**config.mk**
```make
export PLATFORM = sky130hd
export DESIGN_NAME = seg7_scan_mux_flat
export DESIGN_NICKNAME = d
export VERILOG_FILES = /design/src/rtl/seg7_scan_mux_if.sv /design/src/rtl/seg7_scan_mux.sv /design/src/flat_wrapper.sv
export SDC_FILE = /design/constraint.sdc
export NUM_CORES = 1
export LEC_CHECK = 0
export CELL_PAD_IN_SITES_DETAIL_PLACEMENT = 0
export CELL_PAD_IN_SITES_GLOBAL_PLACEMENT = 1
export CORE_MARGIN = 2
export CORE_UTILIZATION = 42
export CTS_BUF_LIST = sky130_fd_sc_hd__clkbuf_8 sky130_fd_sc_hd__clkbuf_16
export CTS_CLUSTER_DIAMETER = 50
export DETAILED_ROUTE_END_ITERATION = 8
export GPL_TIMING_DRIVEN = 0
export MAX_ROUTING_LAYER = met4
export PLACE_DENSITY = 0.9
export SYNTH_ARGS = -nofsm -noshare
export SYNTH_HDL_FRONTEND = slang
export SYNTH_SLANG_ARGS = --single-unit
```
**constraint.sdc**
```tcl
create_clock -name clk -period 2.8 [get_ports clk]
set_input_delay 0.56 -clock clk [delete_from_list [all_inputs] [get_ports clk]]
set_output_delay 0.56 -clock clk [all_outputs]
set_load 0.1 [all_outputs]
```
**src/rtl/seg7_scan_mux_if.sv**
```systemverilog
`default_nettype none
// ============================================================================
//  Module      : seg7_scan_mux_if
//  Description : Display-content bus between the producer (top-level FSM /
//                datapath) and the seven-segment scan driver, plus the pin and
//                status outputs returned by the driver.
//  Revision    : 1.0  initial release
// ============================================================================
interface seg7_scan_mux_if #(
    parameter int NUM_DIGITS = 4,
    parameter int PWM_BITS   = 3
);
    logic [4*NUM_DIGITS-1:0] digit_data;
    logic [7*NUM_DIGITS-1:0] raw_seg;
    logic [NUM_DIGITS-1:0]   raw_mode;
    logic [NUM_DIGITS-1:0]   blank;
    logic [NUM_DIGITS-1:0]   dp;
    logic [NUM_DIGITS-1:0]   blink;
    logic [PWM_BITS-1:0]     brightness;
    logic                    load;
    logic [6:0]              seg_n;
    logic                    dp_n;
    logic [NUM_DIGITS-1:0]   an_n;
    logic                    update_pending;
    logic                    frame_tick;

    // Producer side: supplies display content, observes pins and status.
    modport master (
        output digit_data, raw_seg, raw_mode, blank, dp, blink, brightness, load,
        input  seg_n, dp_n, an_n, update_pending, frame_tick
    );

    // Driver side.
    modport slave (
        input  digit_data, raw_seg, raw_mode, blank, dp, blink, brightness, load,
        output seg_n, dp_n, an_n, update_pending, frame_tick
    );
endinterface
`default_nettype wire

```
**src/rtl/seg7_scan_mux.sv**
```systemverilog
`default_nettype none
// ============================================================================
//  Module      : seg7_scan_mux
//  Description : N-digit time-multiplexed seven-segment driver. Hex or raw
//                digits, per-digit blank/dp/blink, PWM brightness, and a
//                double-buffered display image swapped only at frame wrap.
//                Optional macro LEADING_ZERO_SUPPRESS_EN blanks leading hex
//                zeros (rightmost digit always shown).
//  Revision    : 1.0  initial release
// ============================================================================
module seg7_scan_mux #(
    parameter int NUM_DIGITS  = 4,
    parameter int REFRESH_DIV = 16384,
    parameter int PWM_BITS    = 3,
    parameter int BLINK_BITS  = 5
) (
    input  wire logic       clk,
    input  wire logic       reset_n,
    seg7_scan_mux_if.slave  disp
);
    localparam int c_CNT_W = $clog2(REFRESH_DIV);
    localparam int c_IDX_W = (NUM_DIGITS > 1) ? $clog2(NUM_DIGITS) : 1;
    localparam logic [c_CNT_W-1:0] c_CNT_LAST = c_CNT_W'(REFRESH_DIV - 1);
    localparam logic [c_IDX_W-1:0] c_IDX_LAST = c_IDX_W'(NUM_DIGITS - 1);

    typedef struct packed {
        logic [4*NUM_DIGITS-1:0] data;
        logic [7*NUM_DIGITS-1:0] raw_seg;
        logic [NUM_DIGITS-1:0]   raw_mode;
        logic [NUM_DIGITS-1:0]   blank;
        logic [NUM_DIGITS-1:0]   dp;
        logic [NUM_DIGITS-1:0]   blink;
        logic [PWM_BITS-1:0]     bright;
    } disp_buf_t;

    // Hex nibble to abc_defg pattern, 1 = lit.
    function automatic logic [6:0] hex7(input logic [3:0] v);
        case (v)
            4'h0: hex7 = 7'h7E;  4'h1: hex7 = 7'h30;
            4'h2: hex7 = 7'h6D;  4'h3: hex7 = 7'h79;
            4'h4: hex7 = 7'h33;  4'h5: hex7 = 7'h5B;
            4'h6: hex7 = 7'h5F;  4'h7: hex7 = 7'h70;
            4'h8: hex7 = 7'h7F;  4'h9: hex7 = 7'h7B;
            4'hA: hex7 = 7'h77;  4'hB: hex7 = 7'h1F;
            4'hC: hex7 = 7'h4E;  4'hD: hex7 = 7'h3D;
            4'hE: hex7 = 7'h4F;  default: hex7 = 7'h47;
        endcase
    endfunction

    logic [c_CNT_W-1:0]    r_cnt;
    logic [c_IDX_W-1:0]    r_idx;
    logic [BLINK_BITS-1:0] r_blink_cnt;
    disp_buf_t             r_act;
    disp_buf_t             r_pend;
    logic                  r_upd;
    logic                  r_tick;
    logic [6:0]            r_seg_n;
    logic                  r_dp_n;
    logic [NUM_DIGITS-1:0] r_an_n;

    disp_buf_t             w_in;
    logic                  w_cnt_last;
    logic                  w_wrap;
    logic [3:0]            w_nib;
    logic [6:0]            w_raw_pat;
    logic                  w_raw;
    logic                  w_blank;
    logic                  w_dpv;
    logic                  w_blinkv;
    logic                  w_lz;
    logic [NUM_DIGITS-1:0] w_lz_vec;
    logic                  w_off;
    logic [6:0]            w_pat;
    logic                  w_an_on;
    logic [NUM_DIGITS-1:0] w_an_n;

    assign w_cnt_last = (r_cnt == c_CNT_LAST);
    assign w_wrap     = w_cnt_last && (r_idx == c_IDX_LAST);

    // Gather the live display inputs into one capture word.
    always_comb begin
        w_in          = '0;
        w_in.data     = disp.digit_data;
        w_in.raw_seg  = disp.raw_seg;
        w_in.raw_mode = disp.raw_mode;
        w_in.blank    = disp.blank;
        w_in.dp       = disp.dp;
        w_in.blink    = disp.blink;
        w_in.bright   = disp.brightness;
    end

`ifdef LEADING_ZERO_SUPPRESS_EN
    logic w_lz_run;
    // Scan left to right; suppression holds until a raw or visible non-zero digit.
    always_comb begin
        w_lz_vec = '0;
        w_lz_run = 1'b1;
        for (int i = 0; i < NUM_DIGITS; i++) begin
            if (r_act.raw_mode[i] || (!r_act.blank[i] && (r_act.data[4*i +: 4] != 4'd0)))
                w_lz_run = 1'b0;
            w_lz_vec[i] = w_lz_run && !r_act.raw_mode[i] &&
                          (r_act.data[4*i +: 4] == 4'd0) && (i != NUM_DIGITS - 1);
        end
    end
`else
    assign w_lz_vec = '0;
`endif

    // Select the active-buffer fields of the digit currently being scanned.
    always_comb begin
        w_nib     = '0;
        w_raw_pat = '0;
        w_raw     = 1'b0;
        w_blank   = 1'b0;
        w_dpv     = 1'b0;
        w_blinkv  = 1'b0;
        w_lz      = 1'b0;
        for (int i = 0; i < NUM_DIGITS; i++) begin
            if (r_idx == c_IDX_W'(i)) begin
                w_nib     = r_act.data[4*i +: 4];
                w_raw_pat = r_act.raw_seg[7*i +: 7];
                w_raw     = r_act.raw_mode[i];
                w_blank   = r_act.blank[i];
                w_dpv     = r_act.dp[i];
                w_blinkv  = r_act.blink[i];
                w_lz      = w_lz_vec[i];
            end
        end
    end

    assign w_off   = w_blank || (w_blinkv && r_blink_cnt[BLINK_BITS-1]) || w_lz;
    assign w_pat   = w_raw ? w_raw_pat : hex7(w_nib);
    // Slot cycle 0 is dead time; the top count bits form the PWM ramp.
    assign w_an_on = (r_cnt != '0) && (r_cnt[c_CNT_W-1 -: PWM_BITS] <= r_act.bright);

    // Only the scanned digit's anode may be driven low.
    always_comb begin
        w_an_n = '1;
        for (int i = 0; i < NUM_DIGITS; i++) begin
            if (w_an_on && (r_idx == c_IDX_W'(i)))
                w_an_n[i] = 1'b0;
        end
    end

    // Slot counter, digit index and per-frame blink counter.
    always_ff @(posedge clk) begin
        if (!reset_n) begin
            r_cnt       <= '0;
            r_idx       <= '0;
            r_blink_cnt <= '0;
        end else begin
            r_cnt <= w_cnt_last ? '0 : r_cnt + 1'b1;
            if (w_cnt_last)
                r_idx <= (r_idx == c_IDX_LAST) ? '0 : r_idx + 1'b1;
            if (w_wrap)
                r_blink_cnt <= r_blink_cnt + 1'b1;
        end
    end

    // Double buffer: load fills pending; the frame wrap promotes pending to active.
    always_ff @(posedge clk) begin
        if (!reset_n) begin
            r_act       <= '0;
            r_act.blank <= '1;
            r_pend      <= '0;
            r_upd       <= 1'b0;
            r_tick      <= 1'b0;
        end else begin
            r_tick <= w_wrap && r_upd;
            if (w_wrap && r_upd)
                r_act <= r_pend;
            if (disp.load) begin
                r_pend <= w_in;
                r_upd  <= 1'b1;
            end else if (w_wrap) begin
                r_upd  <= 1'b0;
            end
        end
    end

    // Register the pins so they change one clock after index/count/buffer.
    always_ff @(posedge clk) begin
        if (!reset_n) begin
            r_seg_n <= '1;
            r_dp_n  <= 1'b1;
            r_an_n  <= '1;
        end else begin
            r_seg_n <= w_off ? 7'h7F : ~w_pat;
            r_dp_n  <= w_off || !w_dpv;
            r_an_n  <= w_an_n;
        end
    end

    assign disp.seg_n          = r_seg_n;
    assign disp.dp_n           = r_dp_n;
    assign disp.an_n           = r_an_n;
    assign disp.update_pending = r_upd;
    assign disp.frame_tick     = r_tick;
endmodule
`default_nettype wire

```
**src/flat_wrapper.sv**
```systemverilog
// flat-port wrapper written by rule: the top's interface ports become plain ports
module seg7_scan_mux_flat 
#(
    parameter int NUM_DIGITS  = 4,
    parameter int REFRESH_DIV = 16384,
    parameter int PWM_BITS    = 3,
    parameter int BLINK_BITS  = 5
)
  (clk, reset_n, disp_digit_data, disp_raw_seg, disp_raw_mode, disp_blank, disp_dp, disp_blink, disp_brightness, disp_load, disp_seg_n, disp_dp_n, disp_an_n, disp_update_pending, disp_frame_tick);
  seg7_scan_mux_if #(.NUM_DIGITS(NUM_DIGITS), .PWM_BITS(PWM_BITS)) disp_i ();
  input  wire logic clk;
  input  wire logic reset_n;
  input wire logic [$bits(disp_i.digit_data)-1:0] disp_digit_data;
  input wire logic [$bits(disp_i.raw_seg)-1:0] disp_raw_seg;
  input wire logic [$bits(disp_i.raw_mode)-1:0] disp_raw_mode;
  input wire logic [$bits(disp_i.blank)-1:0] disp_blank;
  input wire logic [$bits(disp_i.dp)-1:0] disp_dp;
  input wire logic [$bits(disp_i.blink)-1:0] disp_blink;
  input wire logic [$bits(disp_i.brightness)-1:0] disp_brightness;
  input wire logic [$bits(disp_i.load)-1:0] disp_load;
  output wire logic [$bits(disp_i.seg_n)-1:0] disp_seg_n;
  output wire logic [$bits(disp_i.dp_n)-1:0] disp_dp_n;
  output wire logic [$bits(disp_i.an_n)-1:0] disp_an_n;
  output wire logic [$bits(disp_i.update_pending)-1:0] disp_update_pending;
  output wire logic [$bits(disp_i.frame_tick)-1:0] disp_frame_tick;
  assign disp_i.digit_data = disp_digit_data;
  assign disp_i.raw_seg = disp_raw_seg;
  assign disp_i.raw_mode = disp_raw_mode;
  assign disp_i.blank = disp_blank;
  assign disp_i.dp = disp_dp;
  assign disp_i.blink = disp_blink;
  assign disp_i.brightness = disp_brightness;
  assign disp_i.load = disp_load;
  assign disp_seg_n = disp_i.seg_n;
  assign disp_dp_n = disp_i.dp_n;
  assign disp_an_n = disp_i.an_n;
  assign disp_update_pending = disp_i.update_pending;
  assign disp_frame_tick = disp_i.frame_tick;
  seg7_scan_mux #(.NUM_DIGITS(NUM_DIGITS), .REFRESH_DIV(REFRESH_DIV), .PWM_BITS(PWM_BITS), .BLINK_BITS(BLINK_BITS)) u_core (.clk(clk), .reset_n(reset_n), .disp(disp_i));
endmodule
```
==> impl_metrics.tcl, run 1 <==
set metrics [dict create \
    status "completed" \
    final_common_cell "nand2_1" \
    path_max_fanout 5 \
    hold_class "flop to flop" \
    layout_min_cycle_time_ns 2.63 \
    via_per_inst 4.98 \
    grt_usage_pct 20.6 \
    num_io_pins 80 \
    ys.warnings.count 0 \
    ant_nets 0 \
    leakage_nw 3.14 \
    synthArstFlopShare_pct 0 \
    final_cell_mix "nand2_1, dfxtp_1, a21oi_1" \
    dp.cells 1054 \
    fin_nets 944 \
    hpwl_mm 11.5 \
    postSynthAreaPerCell_sq_um 8.59 \
    cp_cell_sequence "clkdlybuf4s50_1" \
    worst_pin_slew_ns 0.965 \
    routed_wl_mm 16.0 \
    gp_routability_congestion 0.894 \
    drv_cap 0 \
    ys_seq_area_share_pct 49.0 \
    route.vias.total 5395 \
    start_util_pct 43.1 \
    finClkSkew_ns 0.0212 \
    num_rows 45 \
    slew_headroom_pct 35.5 \
    finalHoldViolations 0 \
    crit_buf_inv 1 \
    synth_edf_count 0 \
    synthTopCellsByArea "dfxtp_1, mux2i_1, nand2_1" \
    die_w_microns 129 \
    slowest_stage "clkdlybuf4s50_1" \
    htreeDepth 4 \
    drive_gt1_share_pct 5.73 \
    cts_tree "yes" \
    p_per_area_nw_per_um2 613 \
    first_iter_violations 316 \
    synth.largest_area_cell "dfxtp_1" \
    fin_cells 1084 \
    die_h_microns 129 \
    synth_top_area_share_pct 49.0 \
    numCtsBuffers 17 \
    irDropWorstVdd_v 0.000501 \
    synth_area_sq_um 6580 \
    startpoint "u_core.disp.update_pending$_SDFFE_PN0P_" \
    cts_root_buf "clkbuf_16" \
    n_fill_cell 1391 \
    worstSetupEndpointType "primary output" \
    cts.sinks 161 \
    clkTransAtPathRegs_ns 0.07 \
    crit_cells 1 \
    setup-tns-final_ns 0 \
    rr_worst_depth 9 \
    drt_pass1_iterations 5 \
    r2r-end "u_core.disp.seg_n[6]$_SDFF_PP1_" \
    area_growth_pct 25.1 \
    overflow 0 \
    r2r-start "u_core.r_idx[0]$_SDFFE_PN0N_" \
    worst_path_dominant_cell_family "buffers and inverters" \
    drv_slew 0 \
    die_area_sq_um 16700 \
    setup_viol 0 \
    fin_util_pct 53.9 \
    antenna_found_initial 0 \
    grt_pass1_vias 5248 \
    core_area_sq_um 15300 \
    worst-endpoint-arrival_ns 2.07 \
    n_antenna_cell 0 \
    grt_pass1_wl_mm 25.8 \
    ys.flop_type "dfxtp_1" \
    rrSetupSlack_ns 0.20 \
    cp.required_ns 2.24 \
    clk_latency_ns 0.44 \
    cp-start-kind "flop" \
    grt_max_degree 17 \
    ys_ff_latch 161 \
    cp_slowest_stage_delay_ns 1.18 \
    syn_inst 766 \
    avgRoutedWirePerCell_microns 14.8 \
    critPathCapture "disp_update_pending" \
    finalCritPeriodShare_pct 93.8 \
    drc 0 \
    synthesis.nets 849 \
    clock_path_buffers 2 \
    timing.fmax_ghz 0.381 \
    rsz0062_at_grt "false" \
    synth_cell_types 44 \
    io_buffers 77 \
    worstSetupPathType "flop to primary output" \
]
[kinds of logic after synthesis]
family                     after synthesis  share of synthesized area (%)
AOI/OAI and AO/OA                      129                           11.2
xor gates and xnor gates                16                           2.13
adders and majority gates               17                           3.23
buffers and inverters                   64                           4.13
DFF                                    161                           49.0
muxes                                   63                           9.59
and+or+nand+nor                        316                           20.7
[Yosys cell counts, types with 2 or more instances]
| cell type | instances |
|---|---|
| nor3_1 | 5 |
| xnor2_1 | 8 |
| buf_2 | 4 |
| o311ai_0 | 2 |
| nor3b_1 | 3 |
| clkbuf_1 | 36 |
| nor2_1 | 91 |
| nand3_1 | 15 |
| mux2i_1 | 63 |
| nand2b_1 | 4 |
| o211ai_1 | 5 |
| or4_1 | 2 |
| o21ai_0 | 11 |
| buf_4 | 7 |
| nor4_1 | 2 |
| a32oi_1 | 3 |
| and3_1 | 4 |
| inv_1 | 14 |
| xor2_1 | 8 |
| nand2_1 | 163 |
| or3_1 | 3 |
| a21o_1 | 2 |
| a311o_1 | 2 |
| buf_1 | 2 |
| nor2b_1 | 4 |
| nand4_1 | 4 |
| dfxtp_1 | 161 |
| nand3b_1 | 12 |
| a211oi_1 | 3 |
| ha_1 | 17 |
| a21oi_1 | 93 |
[sequential cells by signal, indices dropped and copies added (netlist names)]
| name | count |
|---|---|
| u_core.r_blink_cnt | 5 |
| u_core.r_pend | 63 |
| u_core.r_idx | 2 |
| u_core.disp.seg_n | 7 |
| u_core.r_cnt | 14 |
| u_core.disp.update_pending | 1 |
| u_core.disp.frame_tick | 1 |
| u_core.disp.dp_n | 1 |
| u_core.r_act | 63 |
| u_core.disp.an_n | 4 |
[per-layer routing]
metal	vias to the layer above	global-route usage, %	wire [microns]
met5	-	-	0
met4	0	7.16	274
met3	24	4.62	689
met2	120	33.1	7580
met1	2495	25.6	7480
li1	2756	-	-
[power by group]
part           switching, mW  internal, mW
logic                  0.139         0.150
clock network          0.946          1.42
registers             0.0357          2.35
[metrics by stage]
stage | worst slack (ns) | area (sq um) | hold WS [ns] | total power, mW
floorplan | 0.468 | 6580 | 0.427 | 2.58
global placement | -0.240 | 7610 | 0.439 | 2.72
detailed placement | -0.234 | 7610 | 0.443 | 2.73
CTS | 0.0198 | 8220 | 0.452 | 5.08
global route | 0.0129 | 8230 | 0.466 | 5.20
finish | 0.175 | 8230 | 0.450 | 5.04
[worst min-delay path by stage]
stage / slack (ns) / endpoint / startpoint / cells past startpoint
after CTS: 0.45 / u_core.r_act[1]$_SDFFE_PN0P_ / u_core.r_act[1]$_SDFFE_PN0P_ / 2
after global placement: 0.44 / u_core.r_act[31]$_SDFFE_PN0P_ / u_core.r_act[31]$_SDFFE_PN0P_ / 2
after detailed placement: 0.44 / u_core.r_act[1]$_SDFFE_PN0P_ / u_core.r_act[1]$_SDFFE_PN0P_ / 2
after global routing: 0.47 / u_core.r_act[2]$_SDFFE_PN0P_ / u_core.r_act[2]$_SDFFE_PN0P_ / 2
after floorplan: 0.43 / u_core.r_act[59]$_SDFFE_PN0P_ / u_core.r_act[59]$_SDFFE_PN0P_ / 2
final: 0.45 / u_core.r_act[25]$_SDFFE_PN0P_ / u_core.r_act[25]$_SDFFE_PN0P_ / 2
[area by class of cell]
type,count,area [sq um],share of cell area (%)
timing repair buffer,77,771,9.37
multi-input combinational,541,3100,37.7
buffer,48,214,2.60
clock inverter,13,160,1.95
clock buffer,18,439,5.34
inverter,15,56.3,0.684
tap,211,264,3.21
sequential,161,3220,39.2
[timing repair]
item                                   CTS  global route
setup buffers                            0             0
gates resized for setup                  2             4
setup endpoints to repair                7             6
endpoints found under the hold margin    0             0
hold buffers                             0             0
(Power assumes the default switching activity.)
==> run 2, diff against run 1 <==
--- a/config.mk
+++ b/config.mk
@@ -8,13 +8,14 @@
 export CELL_PAD_IN_SITES_DETAIL_PLACEMENT = 0
 export CELL_PAD_IN_SITES_GLOBAL_PLACEMENT = 1
 export CORE_MARGIN = 2
-export CORE_UTILIZATION = 42
-export CTS_BUF_LIST = sky130_fd_sc_hd__clkbuf_8 sky130_fd_sc_hd__clkbuf_16
+export CORE_UTILIZATION = 25
+export CTS_BUF_LIST = sky130_fd_sc_hd__clkbuf_4 sky130_fd_sc_hd__clkbuf_8
 export CTS_CLUSTER_DIAMETER = 50
 export DETAILED_ROUTE_END_ITERATION = 8
 export GPL_TIMING_DRIVEN = 0
 export MAX_ROUTING_LAYER = met4
-export PLACE_DENSITY = 0.9
+export PLACE_DENSITY = 0.62
+export RECOVER_POWER = 25
 export SYNTH_ARGS = -nofsm -noshare
 export SYNTH_HDL_FRONTEND = slang
 export SYNTH_SLANG_ARGS = --single-unit
==> run 2 against run 1 <==
Cell count up 12%. Setup slack worse by 0.031 ns. Total power down 12%. Clock skew down 0.0082 ns. Critical path type unchanged. Highest routed layer unchanged.
==> impl_metrics.tcl, run 2 (synthesized netlist as in run 1, its figures left out) <==
set metrics [dict create \
    reg.largest.list "u_core.r_act (63), u_core.r_pend (63), u_core.r_cnt (14)" \
    die_area_sq_um 27600 \
    crit_buf_inv 1 \
    grt_usage_pct 13.9 \
    drv_cap 0 \
    p_sw_mw 1.11 \
    hold_class "flop to flop" \
    drc 0 \
    avgRoutedWirePerCell_microns 15.2 \
    clock_path_buffers 2 \
    num_io_pins 80 \
    finalHoldWorstSlack_ns 0.456 \
    htreeDepth 4 \
    fin_cells 1209 \
    num_rows 59 \
    n_antenna_cell 0 \
    grt_max_degree 17 \
    place_ws_ns -0.357 \
    irDropWorstVdd_v 0.000228 \
    total_power_mw 4.44 \
    finClkSkew_ns 0.0129 \
    layout_setup_ws_ns 0.144 \
    cts.sinks 161 \
    cp_slowest_stage_delay_ns 1.22 \
    setup-tns-final_ns 0 \
    routed_wl_mm 18.4 \
    path_max_fanout 5 \
    first_iter_violations 286 \
    area_growth_pct 24.3 \
    die_w_microns 166 \
    status "completed" \
    cp-start-kind "flop" \
    worst_path_dominant_cell_family "buffers and inverters" \
    worstSetupPathType "flop to primary output" \
    combPwrFrac_pct 6.6 \
    cp.required_ns 2.24 \
    p_int_mw 3.33 \
    timing.fmax_ghz 0.377 \
    rsz0062_at_grt "false" \
    drive_gt1_share_pct 5.95 \
    r2r-start "u_core.r_idx[0]$_SDFFE_PN0N_" \
    die_h_microns 166 \
    overflow 0 \
    start_util_pct 25.4 \
    cts_root_buf "clkbuf_8" \
    setup_viol 0 \
    final_area_sq_um 8180 \
    hpwl_mm 13.6 \
    worst-endpoint-arrival_ns 2.10 \
    finalHoldViolations 0 \
    switching_share_pct 25.0 \
    rrSetupSlack_ns 0.16 \
    clk_latency_ns 0.47 \
    route.vias.total 5388 \
    final_cell_mix "nand2_1, dfxtp_1, a21oi_1" \
    worst_pin_slew_ns 1.03 \
    leakage_nw 3.04 \
    p_per_area_nw_per_um2 542 \
    ant_nets 0 \
    core_area_sq_um 25900 \
    final_common_cell "nand2_1" \
    finalCritPeriodShare_pct 94.9 \
    cp_cell_sequence "clkdlybuf4s50_1" \
    min-delay-start "u_core.r_act[9]$_SDFFE_PN0P_" \
    slew_headroom_pct 30.8 \
    numCtsBuffers 17 \
    gp_routability_congestion 0.852 \
    clock_power_share_pct 39.6 \
    clkTransAtPathRegs_ns 0.08 \
    layout_min_cycle_time_ns 2.66 \
    fin_util_pct 31.6 \
    fin_nets 944 \
    grt_pass1_vias 5348 \
    slowest_stage "clkdlybuf4s50_1" \
    worstSetupEndpointType "primary output" \
    placed_area_sq_um 7770 \
    startpoint "u_core.disp.update_pending$_SDFFE_PN0P_" \
    io_buffers 77 \
    cts_setup_buffers 0 \
    antenna_found_initial 0 \
    grt_pass1_wl_mm 28.9 \
    dp.cells 1178 \
    drv_slew 0 \
    p_seq_share_pct 53.8 \
    cts_tree "yes" \
    drt_pass1_iterations 5 \
    via_per_inst 4.46 \
]
==> run 2: layout make-up <==
type / count / area [sq um]
buffer: 48 / 215
clock buffer: 18 / 248
clock inverter: 14 / 153
fill: 2795 / 17700
inverter: 15 / 56.3
multi-input combinational: 541 / 3090
sequential: 161 / 3220
tap: 335 / 419
timing repair buffer: 77 / 771
==> run 2: tightest hold or removal path, cell delays in order, from the launching register on <==
cell and delay [ns]:
dfxtp_1 0.32, nand2_1 0.05, a21oi_1 0.05
==> run 2: path summary, 6_finish.rpt <==
check / end / cells past startpoint
min: u_core.r_act[9]$_SDFFE_PN0P_ / 2
max reg2reg: u_core.disp.seg_n[1]$_SDFF_PP1_ / 9
min reg2reg: u_core.r_act[9]$_SDFFE_PN0P_ / 2
max: disp_update_pending / 1
==> run 2: routing by layer <==
metal / up-vias / track usage, % / share of wire, %
li1: 2764 / - / -
met1: 2519 / 17.3 / 47
met2: 88 / 22.3 / 48
met3: 17 / 3.55 / 4.0
met4: 0 / 3.63 / 1.1
met5: - / - / 0
==> run 2: power by group through the flow <==
stage	registers, mW	logic [mW]	clock network (mW)
floorplan	2.44	0.138	0
global placement	2.44	0.299	0
detailed placement	2.44	0.300	0
CTS	2.39	0.301	1.82
global route	2.39	0.323	1.90
finish	2.38	0.294	1.76
==> run 2: what timing repair did <==
action,4_1_cts,5_1_grt
gates resized for setup,3,5
setup endpoints to repair,7,56
hold buffers,0,0
gates cloned,0,0
==> run 3, diff against run 2 <==
--- a/config.mk
+++ b/config.mk
@@ -5,8 +5,6 @@
 export SDC_FILE = /design/constraint.sdc
 export NUM_CORES = 1
 export LEC_CHECK = 0
-export CELL_PAD_IN_SITES_DETAIL_PLACEMENT = 0
-export CELL_PAD_IN_SITES_GLOBAL_PLACEMENT = 1
 export CORE_MARGIN = 2
 export CORE_UTILIZATION = 25
 export CTS_BUF_LIST = sky130_fd_sc_hd__clkbuf_4 sky130_fd_sc_hd__clkbuf_8
@@ -14,8 +12,9 @@
 export DETAILED_ROUTE_END_ITERATION = 8
 export GPL_TIMING_DRIVEN = 0
 export MAX_ROUTING_LAYER = met4
-export PLACE_DENSITY = 0.62
-export RECOVER_POWER = 25
+export PLACE_DENSITY = 0.52
+export RECOVER_POWER = 100
+export SETUP_SLACK_MARGIN = 0.02
 export SYNTH_ARGS = -nofsm -noshare
 export SYNTH_HDL_FRONTEND = slang
 export SYNTH_SLANG_ARGS = --single-unit
==> run 3 against run 2 <==
Via count is 1.6% lower. Critical path type unchanged. Count of clock-buffer cells in the layout up 2. Global-route usage fell by 0.44 points. Clock power decreased by 8%. Sequential cell count did not move. Die area unchanged. Hold slack lost 0.0028 ns. Total power is 3.2% lower. Sequential power about the same.
==> impl_metrics.tcl, run 3 (synthesized netlist as in run 1, its figures left out) <==
set metrics [dict create \
    wl_met3_microns 513 \
    finalHoldViolations 0 \
    htreeDepth 4 \
    switching_share_pct 24.2 \
    rsz0062_at_grt "false" \
    antenna_found_initial 0 \
    p_sw_mw 1.04 \
    r2r-start "u_core.r_idx[0]$_SDFFE_PN0N_" \
    cts_tree "yes" \
    start_util_pct 25.4 \
    irDropWorstVdd_v 0.000216 \
    n_fill_cell 2756 \
    drive_gt1_share_pct 5.61 \
    clk_latency_ns 0.46 \
    p_int_mw 3.26 \
    clock_path_buffers 2 \
    drv_cap 0 \
    slew_headroom_pct 34.4 \
    dp.cells 1178 \
    cp-start-kind "flop" \
    reg.largest.list "u_core.r_act (63), u_core.r_pend (63), u_core.r_cnt (14)" \
    place_ws_ns -0.584 \
    critPathCapture "disp_update_pending" \
    fin_nets 944 \
    startpoint "u_core.disp.update_pending$_SDFFE_PN0P_" \
    num_io_pins 80 \
    first_iter_violations 226 \
    rr_worst_depth 9 \
    final_common_cell "nand2_1" \
    setup_viol 0 \
    avgRoutedWirePerCell_microns 14.6 \
    total_power_mw 4.30 \
    crit_cells 1 \
    die_w_microns 166 \
    die_h_microns 166 \
    path_max_fanout 5 \
    drt_pass1_iterations 5 \
    hold_class "flop to flop" \
    leakage_nw 2.98 \
    timing.fmax_ghz 0.372 \
    via_per_inst 4.39 \
    p_per_area_nw_per_um2 526 \
    worstSetupPathType "flop to primary output" \
    numCtsBuffers 17 \
    p_seq_share_pct 55.5 \
    status "completed" \
    hpwl_mm 13.0 \
    finalHoldWorstSlack_ns 0.453 \
    core_area_sq_um 25900 \
    finalCritPeriodShare_pct 95.9 \
    top_layer_used "met4" \
    slowest_stage "dlygate4sd3_1" \
    cp_cell_sequence "dlygate4sd3_1" \
    grt_max_degree 17 \
    layout_min_cycle_time_ns 2.69 \
    gp_routability_congestion 0.815 \
    clock_power_share_pct 37.7 \
    ctsHoldBuffers 0 \
    cp_slowest_stage_delay_ns 1.23 \
    worst_path_dominant_cell_family "buffers and inverters" \
    area_growth_pct 24.2 \
    die_area_sq_um 27600 \
    num_rows 59 \
    worstSetupEndpointType "primary output" \
    rrSetupSlack_ns 0.22 \
    io_buffers 77 \
    overflow 0 \
    cts_root_buf "clkbuf_8" \
    n_antenna_cell 0 \
    worst_pin_slew_ns 0.981 \
    drc 0 \
    fin_cells 1208 \
    cts.sinks 161 \
    clkTransAtPathRegs_ns 0.09 \
    layout_setup_ws_ns 0.115 \
    grt_usage_pct 13.4 \
    cp.required_ns 2.24 \
    wirelength_met1_mm 8.81 \
    dr_wl_met2_mm 8.13 \
    grt_pass1_wl_mm 28.4 \
    final_cell_mix "nand2_1, dfxtp_1, a21oi_1" \
    crit_buf_inv 1 \
    routed_wl_mm 17.7 \
    combPwrFrac_pct 6.8 \
    r2r-end "u_core.disp.seg_n[0]$_SDFF_PP1_" \
    ant_nets 0 \
    route.vias.total 5302 \
    finClkSkew_ns 0.0147 \
    drv_slew 0 \
    grt_pass1_vias 5272 \
    worst-endpoint-arrival_ns 2.13 \
]
run 3: cell count changes in the layout (fill, tap and decap cells not counted), moves of 2 or more:
cell             before  now
clkinv_2              3    1
clkbuf_4              0    3
inv_6                 4    1
dlygate4sd3_1         0   14
buf_2                 5    2
clkinvlp_4            3    5
clkdlybuf4s50_1      77   63
clkinv_4              1    3
clkbuf_1             33   35
run 3: layer usage:
layer,up-vias,GRT usage (%)
li1,2760,-
met3,16,2.65
met1,2430,17.3
met4,0,3.97
met2,96,21.3
met5,-,-
run 3: worst register-to-register path: cells and delay by family, from the launching register on:
| family | cells | cell delay (ns) |
|---|---|---|
| AO/OA/AOI/OAI | 3 | 0.78 |
| adder cells (fa/ha/maj) | 2 | 0.59 |
| buffers and inverters | 3 | 0.53 |
| flip-flops | 1 | 0.35 |
| AND/OR/NAND/NOR | 1 | 0.17 |
run 3: layout make-up:
type                    count  area [sq um]  area share (%)
multi-input cells         541          3100            38.0
inverters                  15          56.3           0.690
clock buffers              20           269            3.29
plain buffers              48           218            2.67
well taps                 335           419            5.13
clock inverters            11           108            1.32
flip-flops and latches    161          3220            39.5
repair buffers             77           771            9.44
run 3: power by group through the flow:
stage | Combinational, mW | Clock (mW) | Sequential [mW]
global route | 0.321 | 1.76 | 2.39
CTS | 0.298 | 1.68 | 2.39
floorplan | 0.138 | 0 | 2.44
detailed placement | 0.296 | 0 | 2.44
finish | 0.290 | 1.62 | 2.38
global placement | 0.295 | 0 | 2.44
run 3: what timing repair did:
action	CTS	global route
gates resized for setup	5	7
setup endpoints to repair	7	7
buffers inserted	0	0
run 3: worst min-delay path by stage:
| stage | startpoint | to | slack (ns) | cells past startpoint |
|---|---|---|---|---|
| 2_1_floorplan | u_core.r_act[59]$_SDFFE_PN0P_ | u_core.r_act[59]$_SDFFE_PN0P_ | 0.43 | 2 |
| 3_3_place_gp | u_core.r_act[2]$_SDFFE_PN0P_ | u_core.r_act[2]$_SDFFE_PN0P_ | 0.44 | 2 |
| 3_5_place_dp | u_core.r_act[31]$_SDFFE_PN0P_ | u_core.r_act[31]$_SDFFE_PN0P_ | 0.45 | 2 |
| 4_1_cts | u_core.r_pend[9]$_SDFFE_PN0P_ | u_core.r_act[9]$_SDFFE_PN0P_ | 0.45 | 2 |
| 5_1_grt | u_core.r_pend[26]$_SDFFE_PN0P_ | u_core.r_act[26]$_SDFFE_PN0P_ | 0.48 | 2 |
| 6_report | u_core.r_pend[9]$_SDFFE_PN0P_ | u_core.r_act[9]$_SDFFE_PN0P_ | 0.45 | 2 |
run 3: metrics by stage:
stage | setup TNS, ns | cell area (sq um) | util (%)
finish | 0 | 8170 | 31.5
floorplan | 0 | 6580 | -
global route | 0 | 8170 | 31.5
global placement | -2.37 | 7770 | 30.0
detailed placement | -2.69 | 7770 | 30.0
CTS | 0 | 8150 | 31.5
